### src/rtl/bus_timer.sv
// bus_timer: memory-mapped machine timer holding the 64-bit mtime and mtimecmp
// registers plus a 2-bit ctrl register. It answers an APB-like bus with a fixed
// single wait state and drives a registered, level-sensitive timer interrupt.
module bus_timer #(
  parameter logic [31:0] BASE_ADDR = 32'h4000_0000,
  parameter int unsigned PRESCALE  = 1
) (
  input  logic        clk,
  input  logic        rst,
  input  logic [31:0] addr,
  input  logic        select,
  input  logic        enable,
  input  logic        write,
  input  logic [31:0] wdata,
  output logic [31:0] rdata,
  output logic        ready,
  output logic        irqTimer
);

  localparam logic [15:0] PRE_MAX = 16'(PRESCALE - 1);

  // The setup cycle is recognised from IDLE. The first access cycle, seen
  // while in SETUP with enable high, is the single wait state. Its closing edge
  // registers ready and rdata, so the second access cycle is RESP.
  typedef enum logic [1:0] {
    IDLE,
    SETUP,
    RESP
  } state_t;

  typedef enum logic [2:0] {
    REG_MTIME_LO,
    REG_MTIME_HI,
    REG_CMP_LO,
    REG_CMP_HI,
    REG_CTRL,
    REG_NONE
  } reg_t;

  state_t      state, state_next;
  reg_t        dec_reg, cap_reg;
  logic        cap_write;
  logic [31:0] cap_wdata;
  logic [63:0] mtime, mtimecmp;
  logic [1:0]  ctrl;
  logic [15:0] pre;
  logic        access, commit, tick;
  logic [31:0] rd_val;
  logic        unused_addr;

  // Byte lanes inside a word are not decoded.
  assign unused_addr = ^addr[1:0];

  assign access = (state == SETUP) && select && enable;
  assign commit = (state == RESP) && cap_write;
  assign tick   = ctrl[0] && (pre == PRE_MAX);

  // Bus FSM state register.
  // NOTE: sequential state is always assigned with <= so every flop samples
  // pre-edge values, independent of the order of the always blocks.
  always_ff @(posedge clk or negedge rst) begin
    if (!rst) state <= IDLE;
    else      state <= state_next;
  end

  // Bus FSM next-state logic; SETUP holds while enable stays low.
  // NOTE: every combinational output gets a default first so that no path
  // leaves it unassigned, which would infer a latch.
  always_comb begin
    state_next = state;
    case (state)
      IDLE:    if (select && !enable) state_next = SETUP;
      SETUP: begin
        if (!select)     state_next = IDLE;
        else if (enable) state_next = RESP;
      end
      RESP:    state_next = IDLE;
      default: state_next = IDLE;
    endcase
  end

  // Address decode of the live bus address; anything unmapped is REG_NONE.
  always_comb begin
    dec_reg = REG_NONE;
    if (addr[31:12] == BASE_ADDR[31:12]) begin
      case (addr[11:2])
        10'h000: dec_reg = REG_MTIME_LO;
        10'h001: dec_reg = REG_MTIME_HI;
        10'h002: dec_reg = REG_CMP_LO;
        10'h003: dec_reg = REG_CMP_HI;
        10'h004: dec_reg = REG_CTRL;
        default: dec_reg = REG_NONE;
      endcase
    end
  end

  // Read mux; unmapped offsets and ctrl's upper bits read as zero.
  always_comb begin
    rd_val = '0;
    case (dec_reg)
      REG_MTIME_LO: rd_val = mtime[31:0];
      REG_MTIME_HI: rd_val = mtime[63:32];
      REG_CMP_LO:   rd_val = mtimecmp[31:0];
      REG_CMP_HI:   rd_val = mtimecmp[63:32];
      REG_CTRL:     rd_val = {30'd0, ctrl};
      default:      rd_val = '0;
    endcase
  end

  // Capture the transfer at the end of the wait state for the RESP-edge commit.
  // NOTE: these datapath flops carry no reset; they are only consumed in RESP,
  // which can only be reached through a fresh capture.
  always_ff @(posedge clk) begin
    if (access) begin
      cap_reg   <= dec_reg;
      cap_write <= write;
      cap_wdata <= wdata;
    end
  end

  // Response: ready and rdata are valid for exactly the RESP cycle, then clear.
  always_ff @(posedge clk or negedge rst) begin
    if (!rst) begin
      ready <= 1'b0;
      rdata <= '0;
    end else if (access) begin
      ready <= 1'b1;
      rdata <= rd_val;
    end else begin
      ready <= 1'b0;
      rdata <= '0;
    end
  end

  // Prescaler: counts 0..PRESCALE-1 while counting is enabled, then reloads.
  always_ff @(posedge clk or negedge rst) begin
    if (!rst)         pre <= '0;
    else if (tick)    pre <= '0;
    else if (ctrl[0]) pre <= pre + 16'd1;
  end

  // mtime: a bus write to either word beats a coincident tick, which is dropped.
  always_ff @(posedge clk or negedge rst) begin
    if (!rst)                                   mtime <= '0;
    else if (commit && cap_reg == REG_MTIME_LO) mtime[31:0]  <= cap_wdata;
    else if (commit && cap_reg == REG_MTIME_HI) mtime[63:32] <= cap_wdata;
    else if (tick)                              mtime <= mtime + 64'd1;
  end

  // mtimecmp and ctrl are written only by the bus.
  always_ff @(posedge clk or negedge rst) begin
    if (!rst) begin
      mtimecmp <= '1;
      ctrl     <= 2'b11;
    end else if (commit) begin
      case (cap_reg)
        REG_CMP_LO: mtimecmp[31:0]  <= cap_wdata;
        REG_CMP_HI: mtimecmp[63:32] <= cap_wdata;
        REG_CTRL:   ctrl            <= cap_wdata[1:0];
        default:    ;
      endcase
    end
  end

  // Interrupt: registered unsigned compare of the current register values.
  always_ff @(posedge clk or negedge rst) begin
    if (!rst) irqTimer <= 1'b0;
    else      irqTimer <= ctrl[1] && (mtime >= mtimecmp);
  end

endmodule

### config.mk
export PLATFORM = sky130hd
export DESIGN_NAME = bus_timer
export DESIGN_NICKNAME = d
export VERILOG_FILES = /design/src/rtl/bus_timer.sv
export SDC_FILE = /design/constraint.sdc
export NUM_CORES = 1
export LEC_CHECK = 0
export CAP_MARGIN = 10
export CORE_AREA = 2 2 172 124
export CTS_BUF_LIST = sky130_fd_sc_hd__clkbuf_4 sky130_fd_sc_hd__clkbuf_8 sky130_fd_sc_hd__clkbuf_16
export DETAILED_ROUTE_END_ITERATION = 8
export DIE_AREA = 0 0 174 126
export PLACE_DENSITY = 0.81
export SLEW_MARGIN = 15
export SYNTH_ARGS = -nofsm -noshare
export SYNTH_HDL_FRONTEND = slang
export SYNTH_SLANG_ARGS = --single-unit
### constraint.sdc
create_clock -name clk -period 6 [get_ports clk]
set_input_delay 0.6 -clock clk [delete_from_list [all_inputs] [get_ports clk]]
set_output_delay 0.6 -clock clk [all_outputs]
set_load 0.01 [all_outputs]
* Word level (Yosys, flattened, before mapping)
Cells that the tools add are included.
** Cells by class
- Reduce and logical (&&, ||, !) cells :: 23
- Multiplexer cells :: 15
- Eq/ne operators :: 18
- Add/subtract/negate cells :: 2
- Bitwise operators :: 1
- $lt $le $gt $ge :: 1
** Operator list (count)
- 32-bit one-hot mux with 5 select lines :: 1
- 32-bit two-way mux :: 4
- 64-bit by 1-bit adder with 64-bit output, second input constant :: 1
- 64-bit greater-or-equal comparator :: 1
- 64-bit two-way mux :: 1
- 16-bit two-way mux :: 2
- 10-bit by 2-bit equality test with 1-bit output, second input constant :: 2
- 20-bit by 19-bit equality test with 1-bit output, second input constant :: 1
- 16-bit by 1-bit adder with 16-bit output, second input constant :: 1
- 16-bit zero test :: 1
- 3-bit one-hot mux with 5 select lines :: 1
- 3-bit by 2-bit equality test with 1-bit output, second input constant :: 4
- 2-bit AND reduction :: 6
- 10-bit by 1-bit equality test with 1-bit output, second input constant :: 1
- 10-bit by 3-bit equality test with 1-bit output, second input constant :: 1
- 10-bit zero test :: 1
- 1-bit logical AND :: 8
- 3-bit by 1-bit equality test with 1-bit output, second input constant :: 2
- 3-bit equality test, second input constant :: 2
- 3-bit zero test :: 2
- 2-bit two-way mux :: 3
- 2-bit nonzero test :: 3
- 2-bit inequality test, second input constant :: 2
- 2-bit one-hot mux with 2 select lines :: 1
- 8 further kinds :: 8
** Word-level totals
- Output and inout bits :: 34
- Register bits :: 218

* Longest topological paths before layout
Gate-level depths: netlist of run 1.
- Word-level depth :: 6
- Mapped depth :: 10

* Worst setup path before layout of run 1
Ideal clock, no wire load.
- Path type :: in2reg
- From :: in enable
- To :: reg rdata[10]
- Setup slack :: 3744 ps
- Cell stages on the path :: 4
- Arrival time :: 2183 ps
- Setup time :: 74 ps
- Cells stage by stage :: and4b_1 > nand3b_1 > clkbuf_1 > nor2b_1
** On the way
- Cells in the longest elaborated chain, start to end :: 2
** Ends and longest elaborated chain
- from (decl) :: RTL line 12 : input logic enable,
- 1-bit logical AND :: RTL line 54 : assign access = (state == SETUP) && select && enable;
- 32-bit two-way mux :: RTL line 126 : end else if (access) begin
- to (signal assigned) :: RTL line 128 : rdata <= rd_val;
- to (decl) :: RTL line 15 : output logic [31:0] rdata,
No other way between the ends.
A chain may end at the register's enable or synchronous reset.

* Worst setup path in the final report of run 1
- From :: reg pre[13]
- To :: reg mtime[25]
** On the way
- Cells in the longest elaborated chain, start to end :: 4
** Ends and longest elaborated chain
- from (decl) :: RTL line 46 : logic [15:0] pre;
- from (signal assigned) :: RTL line 139 : else if (ctrl[0]) pre <= pre + 16'd1;
- 16-bit zero test :: RTL line 56 : assign tick = ctrl[0] && (pre == PRE_MAX);
- 1-bit logical AND :: RTL line 56
- 2-bit nonzero test (no line)
- 2-bit AND reduction (no line)
- to (signal assigned) :: RTL line 145 : else if (commit && cap_reg == REG_MTIME_LO) mtime[31:0] <= cap_wdata;
- to (signal assigned) :: RTL line 147 : else if (tick) mtime <= mtime + 64'd1;
- to (decl) :: RTL line 44 : logic [63:0] mtime, mtimecmp;
No other way between the ends.

==> results of run 1 <==
-- cells in the mapped netlist (all sizes together) (3+ instances only) --
library cell | number | area (sq um)
a21o | 7 | 52.6
a2bb2oi | 6 | 52.6
buf | 14 | 68.8
inv | 73 | 274
nor2 | 68 | 255
nand4 | 32 | 228
o211a | 5 | 50.1
and4 | 11 | 96.3
clkbuf | 40 | 150
ha | 67 | 838
or4 | 4 | 30.0
a211oi | 5 | 37.5
a21oi | 73 | 365
o21ai | 62 | 310
nor2b | 32 | 200
a31oi | 7 | 43.8
and2 | 6 | 37.5
o22a | 5 | 43.8
o21a | 3 | 22.5
edfxtp | 36 | 1080
o22ai | 8 | 50.1
dfrtp | 116 | 2900
nor3b | 5 | 47.5
nand3 | 57 | 295
mux2 | 35 | 394
mux4 | 30 | 676
and3 | 25 | 156
and4b | 3 | 30.0
nor3 | 14 | 70.1
or3 | 6 | 42.5
a221o | 5 | 50.1
xnor2 | 16 | 140
mux2i | 5 | 50.1
nor4 | 16 | 185
a41oi | 5 | 43.8
xor2 | 29 | 254
nand2 | 84 | 315
o311ai | 6 | 52.6
dfstp | 66 | 1730
-- where the power goes --
| part | leakage, nW | switching, mW | internal [mW] |
|---|---|---|---|
| sequential | 2.55 | 0.134 | 1.59 |
| combinational | 2.64 | 0.253 | 0.252 |
| clock | 0.397 | 0.580 | 0.933 |
-- critical path, cell delays in order (launching register included) --
cell and delay [ns]:
sky130_fd_sc_hd__dfrtp_1 0.41, sky130_fd_sc_hd__nor4_1 0.51, sky130_fd_sc_hd__nand4_2 0.45, sky130_fd_sc_hd__nor4_2 1.04, sky130_fd_sc_hd__nand4_1 0.33, sky130_fd_sc_hd__xor2_1 0.23, sky130_fd_sc_hd__a21oi_1 0.14
-- per-stage QoR --
stage          total power, mW  cell area (sq um)  instances  hold slack [ns]
3_3_place_gp              2.21              13200       1449            0.476
4_1_cts                   3.75              14000       1489            0.176
5_1_grt                   3.89              14000       1489            0.214
3_5_place_dp              2.24              13200       1449            0.479
6_report                  3.74              14000       1489            0.134
2_1_floorplan             2.04              12000       1115            0.304
-- layout make-up --
class / instances / area [sq um]
Fill cell: 1505 / 6230
Multi-Input combinational cell: 770 / 5790
Sequential cell: 218 / 5720
Timing Repair Buffer: 112 / 1090
Clock buffer: 35 / 703
Tap cell: 276 / 345
Inverter: 73 / 274
Clock inverter: 5 / 105
-- path summary, 6_finish.rpt --
| check | end | depth (start not counted) | slack, ns |
|---|---|---|---|
| min in group clk | state[0]$_DFFE_PN0P_ | 1 | 0.49 |
| hold / removal | rdata[15]$_DFF_PN0_ | 1 | 0.13 |
| hold reg to reg | state[0]$_DFFE_PN0P_ | 1 | 0.49 |
| setup reg to reg | mtime[25]$_DFFE_PN0P_ | 6 | 2.80 |
| max in group asynchronous | rdata[27]$_DFF_PN0_ | 2 | 4.37 |
| setup / recovery | mtime[25]$_DFFE_PN0P_ | 6 | 2.80 |
-- cells by family after synthesis --
| logic type | count (synthesis) |
|---|---|
| flip-flops | 218 |
| AO/OA/AOI/OAI | 217 |
| multiplexers | 70 |
| XOR/XNOR | 45 |
| adder cells (fa/ha/maj) | 67 |
| buffers and inverters | 127 |
| AND/OR/NAND/NOR | 371 |
-- per-layer routing --
| metal | wire length, microns | share of wire [%] | up-vias |
|---|---|---|---|
| li1 | - | - | 4255 |
| met4 | 613 | 2.1 | 0 |
| met2 | 13200 | 44 | 468 |
| met5 | 0 | 0 | - |
| met3 | 2700 | 9.0 | 50 |
| met1 | 13300 | 45 | 4546 |
==> results, run 1 <==
- Post-CTS repair changed the size of 0 cells.
- The critical path data arrival time is 3.63 ns.
- The relative slew slack is 18.3%.
- The power per cell area is 267 nW/um^2.
- The via total after detailed routing is 9319.
- The number of clock buffers inserted by TritonCTS is 22.
- In this run the core area contains 44 standard-cell rows.
- Leaving out fill and tap cells, the most frequent cells in the layout are sky130_fd_sc_hd__dfrtp_1 (116), sky130_fd_sc_hd__clkdlybuf4s50_1 (98), sky130_fd_sc_hd__nand2_1 (83).
- After synthesis, the mean cell area works out to 10.7 sq um.
- The longest clock path from root to sink contains 3 buffers.
- The number of antenna violations at the first check in global routing is 0.
- The most instantiated flip-flop cell in the synthesis netlist is sky130_fd_sc_hd__dfrtp_1.
- After the last flow step, the layout net total stands at 1333.
- The most common cell after layout, fill and taps aside is sky130_fd_sc_hd__dfrtp_1.
- The run finished with clean final reports.
- Entering global routing, the biggest net connects 87 pins.
- The synthesized netlist net count is 1251.
- In the final timing run, aggregate negative setup slack is 0 ns.
- The synthesized design contains 36 enable-type register cells.
- The main combinational cell family by area after synthesis is simple AND/OR/NAND/NOR gates.
- The area growth from synthesis to layout is 17.1%.
- The count of unique library cells instantiated by Yosys is 72.
- The number of clock sinks is 218.
- The global-route wire length before repair is 48.6 mm.
- STA classifies the critical path endpoint as a register.
- In the routed design, unresolved DRC markers number 0.
- The final worst-path setup slack is 2.80 ns.
- The clock transition at the register clock pins on the worst setup and hold paths after CTS is 0.06 ns.
- In the final layout, the registers with the most flip-flops are mtime x64, mtimecmp x64.
- The floorplan core area is 20300 sq um.
- Of the total synthesized cell area, the portion taken by full adders, half adders and majority gates is 7.00%.
- For this configuration, the core starts out at a cell density of 59.1%.
- Before antenna repair, the detailed router went through 6 iterations.
- Pin placement for this block handled 103 I/O pins.
- The async set-reset flop share out of synthesis is 83.5%.
- The combined global-route utilization of all metal layers is 27.5%.
- In this run the number of H-tree levels came out at 1.
- The number of register bits inferred by synthesis is 218.
- The launch instance of the worst register-to-register path is pre[13]$_DFFE_PN0P_.
- The max capacitance violation total is 0.
- The final max-slew violation count came to 0.
- Static timing analysis puts the maximum clock frequency at 313 MHz.
- For this block, the initial DRC count from the detailed router was 1027.
- The transition at the pin with the smallest max-transition slack is 1.22 ns.
- The instance count of the mapped netlist is 1115.
- The number of setup buffers added after CTS is 0.
- Buffers inserted to repair hold after CTS numbered 0.
- The clock latency on the worst-skew pair is 0.51 ns.
- The multiplexer share of the synthesized area is 9.35%.
- The total wire length is 29.8 mm.
- Of the synthesized area, sequential elements account for 47.7%.
- Setup repair after global routing left no endpoint under its margin.
- The final critical path takes up 53.3% of the cycle.
- The summed instance area of the synthesized netlist is 12000 sq um.
- Routability-driven placement finished with a final weighted congestion of 0.920.
- The placed wire-length estimate is 20.5 mm.
- Setup violations remaining at the end of the flow were counted as 0.
- The pre-CTS setup slack is 2.60 ns.
- The critical path starts at pre[13]$_DFFE_PN0P_.
- TritonCTS built the clock tree.
- The floorplan step set the die width to 174 microns.
- The synthesized netlist devotes 3.29% of its cell area to XOR and XNOR gates.
- The number of global-route vias before repair is 9128.
- The worst setup path is launched from a register.
- Global routing consumed, on the met1 layer, 42.0% of the routing resources.
- Dividing the detail-routed via count by the number of cells gives 6.26.
- The most heavily used metal layer in global routing is met2.
- Of all nets on the critical path, the largest fanout is 9.
- Dividing the detail-routed wire length by the instance count gives 20.0 microns.
- Buffers placed on the I/O ports in this run total 100.
- The simple logic cell fraction of the synthesized area is 17.2%.
- In this run the remaining antenna-violating nets after routing total 0.
- The path class of the tightest hold or removal check is in2async.
- The final core area utilization is 69.2%.
- IR analysis of the VDD net gives a maximum drop of 0.250 mV.
- The static leakage power is 5.59 nW.
- The final period demand of the worst path is 3.20 ns.
- The y dimension of the die is 126 microns.
- The cell at the root of the clock tree is sky130_fd_sc_hd__clkbuf_16.
- The die covers 21900 sq um.
- In the global route stage, met2 resource usage came out at 42.2%.
- The hold violation count in the final report is 0.
- 0 antenna diodes ended up in the layout.
- For the worst setup path, the data required time is 6.43 ns.
- The synthesized netlist devotes 11.3% of its cell area to compound gates.
- Global routing used 4.14% of the available met3 tracks.
- The clock tree skew after final layout is 0.0119 ns.
- The count of warnings emitted by yosys is 0.
- The fraction of layout cells with a size suffix above 1 is 17.4%.
- The sum of overflow across all layers after global routing is 0.
- The type of the setup path with the least slack is reg2reg.
(Power assumes the default switching activity.)
==> inputs of run 2 (changes only) <==
Settings changed: CORE_AREA 2 2 172 124 to 2 2 183 131, DIE_AREA 0 0 174 126 to 0 0 185 133, PLACE_DENSITY 0.81 to 0.76.
Clock period 6 ns to 2.8 ns, I/O delays scaled along.
==> run 2 against run 1 <==
Against the previous run:
- wire length is 3.4% higher
- clock power is 97% higher
- non-clock buffer count up 36
- first-iteration DRC count decreased by 24%
- sequential share of layout area down 0.83 points
- die area rose by 12%
- critical path depth rose by 1
- combinational power rose by 130%
- clock skew down 0.0021 ns
- critical endpoint is now mtime[21]$_DFFE_PN0P_
- largest power group unchanged
- highest routed layer is now met5
==> results, run 2 (synthesized netlist as in run 1, its figures left out) <==
- The flow ran to the end, and the final reports show no timing, DRC or antenna violations.
- CTS built an H-tree with a depth of 1.
- The number of antenna violations at the first check in global routing is 1.
- The number of routed nets with antenna violations is 0.
- For the finished layout, the period the worst path requires is 2.56 ns.
- The worst hold path belongs to the class in2reg.
- The number of clock buffers inserted by TritonCTS is 23.
- Dividing total power by cell area gives a power density of 545 nW/um^2.
- Setup repair after global routing left no endpoint under its margin.
- The launching element type of the critical path is a register.
- The initial utilization of the core area, before any placement, comes to 52.0%.
- The clock transition at the register clock pins on the worst setup and hold paths after CTS is 0.07 ns.
- Post-CTS repair changed the size of 0 cells.
- The number of clock sinks is 218.
- The final-layout setup total negative slack is 0 ns.
- The post-route netlist has 19.6% of its cells at a drive strength greater than 1.
- TritonCTS built the clock tree.
- Global routing used 25.6% of the available tracks across all layers.
- The number of setup buffers added after CTS is 0.
- Counting the fill cells in the layout gives 1885.
- In this run the static leakage power is 5.75 nW.
- The cell at the root of the clock tree is sky130_fd_sc_hd__clkbuf_16.
- The final setup violation count is 0.
- At the later pin of the worst-skew pair, clock insertion delay measures 0.51 ns.
- No sink is reached through more buffers than the 3 on the longest clock path.
- The detailed router finished its first iteration with 780 violations.
- The worst pin sits at a relative slew slack of 49.1%.
- The largest vdd supply drop is 0.566 mV.
- Summed over all layers, the routed wires come to 30.8 mm.
- The maximum fanout along the worst path is 8.
- The fmax is 391 MHz.
- Of the available clock period, the critical path in the final layout requires 91.3%.
- The sum of overflow across all layers after global routing is 0.
- The library cell used most frequently in the layout, excluding fill and tap cells, is sky130_fd_sc_hd__dfrtp_1.
- The routability congestion estimate is 0.890.
- The repair_antennas step left the layout with diodes totalling 0.
- The final max-slew violation count is 0.
- STA classifies the critical path endpoint as a register.
- The overall die width is 185 microns.
- The critical path data arrival time is 2.91 ns.
- Input and output buffers added on the ports amount to 100.
- Across all layers, the routed design uses 9407 vias.
- For the pin with the worst max-slew slack, the measured transition is 0.764 ns.
- 103 I/O pins were placed.
- The number of cell rows is 47.
- Entering global routing, the biggest net connects 77 pins.
- The area of the die is 24600 sq um.
- The detail-routed net length per standard cell is 19.7 microns.
- Compared with the post-synthesis result, the final layout area differs by 19.5%.
- Detailed placement finished with a half-perimeter wire length of 22.1 mm.
- The number of global-route vias before repair is 9011.
- For this run, design rule violations remaining after detail routing come to 0.
- On the final layout, the worst hold slack is 0.319 ns.
- Between clock sinks in the finished design, the worst skew comes to 0.00980 ns.
- In the routed layout, each cell is associated on average with a via count of 6.00.
- Max-cap violations in this run came to 0.
- In the final layout, the registers with the most flip-flops are mtime x64, mtimecmp x64.
- In the layout the commonest cells are sky130_fd_sc_hd__dfrtp_1 (116), sky130_fd_sc_hd__clkdlybuf4s50_1 (98), sky130_fd_sc_hd__nand2_1 (83).
- The floorplan core area is 23100 sq um.
- The hold violation count in the final report is 0.
- The critical path data required time is 3.15 ns.
- The first global-routing pass estimated 49.3 mm of wire.
- The layout net count is 1370.
- In this run the vertical extent of the chip is 133 microns.
- The total iterations of the first detailed-routing run is 5.
- The type of the setup path with the least slack is reg2reg.
-- run 2: cell types whose count changed in the layout (fill, tap and decap cells not counted), sizes merged --
| cell | previous run | this run |
|---|---|---|
| bufinv | 3 | 0 |
| buf | 14 | 49 |
| clkinv | 0 | 5 |
| clkinvlp | 2 | 0 |
| clkbuf | 35 | 36 |
| dlygate4sd3 | 0 | 1 |
-- run 2: area by class of cell --
| type | count | area, sq um | share of cell area, % |
|---|---|---|---|
| well taps | 318 | 398 | 2.78 |
| clock buffers | 36 | 711 | 4.96 |
| repair buffers | 148 | 1410 | 9.85 |
| clock inverters | 5 | 23.8 | 0.166 |
| inverters | 73 | 274 | 1.91 |
| flip-flops and latches | 218 | 5720 | 39.9 |
| multi-input cells | 770 | 5780 | 40.4 |
-- run 2: worst max-delay path, stage by stage, from the launching register on --
cell	delay [ns]
sky130_fd_sc_hd__dfrtp_1	0.41
sky130_fd_sc_hd__nor4_1	0.47
sky130_fd_sc_hd__nand4_2	0.38
sky130_fd_sc_hd__nor4_4	0.56
sky130_fd_sc_hd__buf_4	0.24
sky130_fd_sc_hd__nand3_1	0.10
sky130_fd_sc_hd__xor2_1	0.15
sky130_fd_sc_hd__a21oi_1	0.09
-- run 2: repair_timing --
| item | in CTS | in global routing |
|---|---|---|
| endpoints found under the setup margin | 0 | 0 |
| hold endpoints to repair | 55 | 0 |
| hold buffers | 1 | 0 |
-- run 2: layer usage --
layer / track usage [%] / part of all wire (%)
met5: 0 / 0.042
met4: 6.08 / 2.3
met3: 4.07 / 8.0
met2: 38.7 / 44
met1: 38.6 / 46
-- run 2: where the power goes --
part           switching, mW  leakage, nW  internal (mW)
sequential             0.272         2.55           3.41
combinational          0.573         2.82          0.575
clock                   1.24        0.376           1.74
total                   2.08         5.75           5.72
-- run 2: worst paths after layout --
path                                       from                        to  slack (ns)  cells past startpoint
max                         pre[13]$_DFFE_PN0P_     mtime[21]$_DFFE_PN0P_        0.24                      7
min                                    wdata[5]    cap_wdata[5]$_DFFE_PP_        0.32                      1
max reg2reg                 pre[13]$_DFFE_PN0P_     mtime[21]$_DFFE_PN0P_        0.24                      7
min reg2reg                state[1]$_DFFE_PN0P_      state[0]$_DFFE_PN0P_        0.50                      1
max in group asynchronous                   rst  mtimecmp[61]$_DFFE_PN1P_        1.57                      3
min in group asynchronous                   rst       rdata[17]$_DFF_PN0_        0.39                      2
-- run 2: per-stage QoR --
step | cell area, sq um | util (%) | worst slack (ns) | total power [mW] | std cells
after floorplan | 12000 | - | 0.596 | 4.37 | 1115
after global placement | 13600 | 58.9 | 0.373 | 4.80 | 1526
after detailed placement | 13600 | 58.9 | 0.326 | 4.85 | 1526
after CTS | 14300 | 62.1 | 0.295 | 7.86 | 1568
after global routing | 14300 | 62.1 | 0.136 | 8.14 | 1568
final | 14300 | 62.1 | 0.244 | 7.81 | 1568
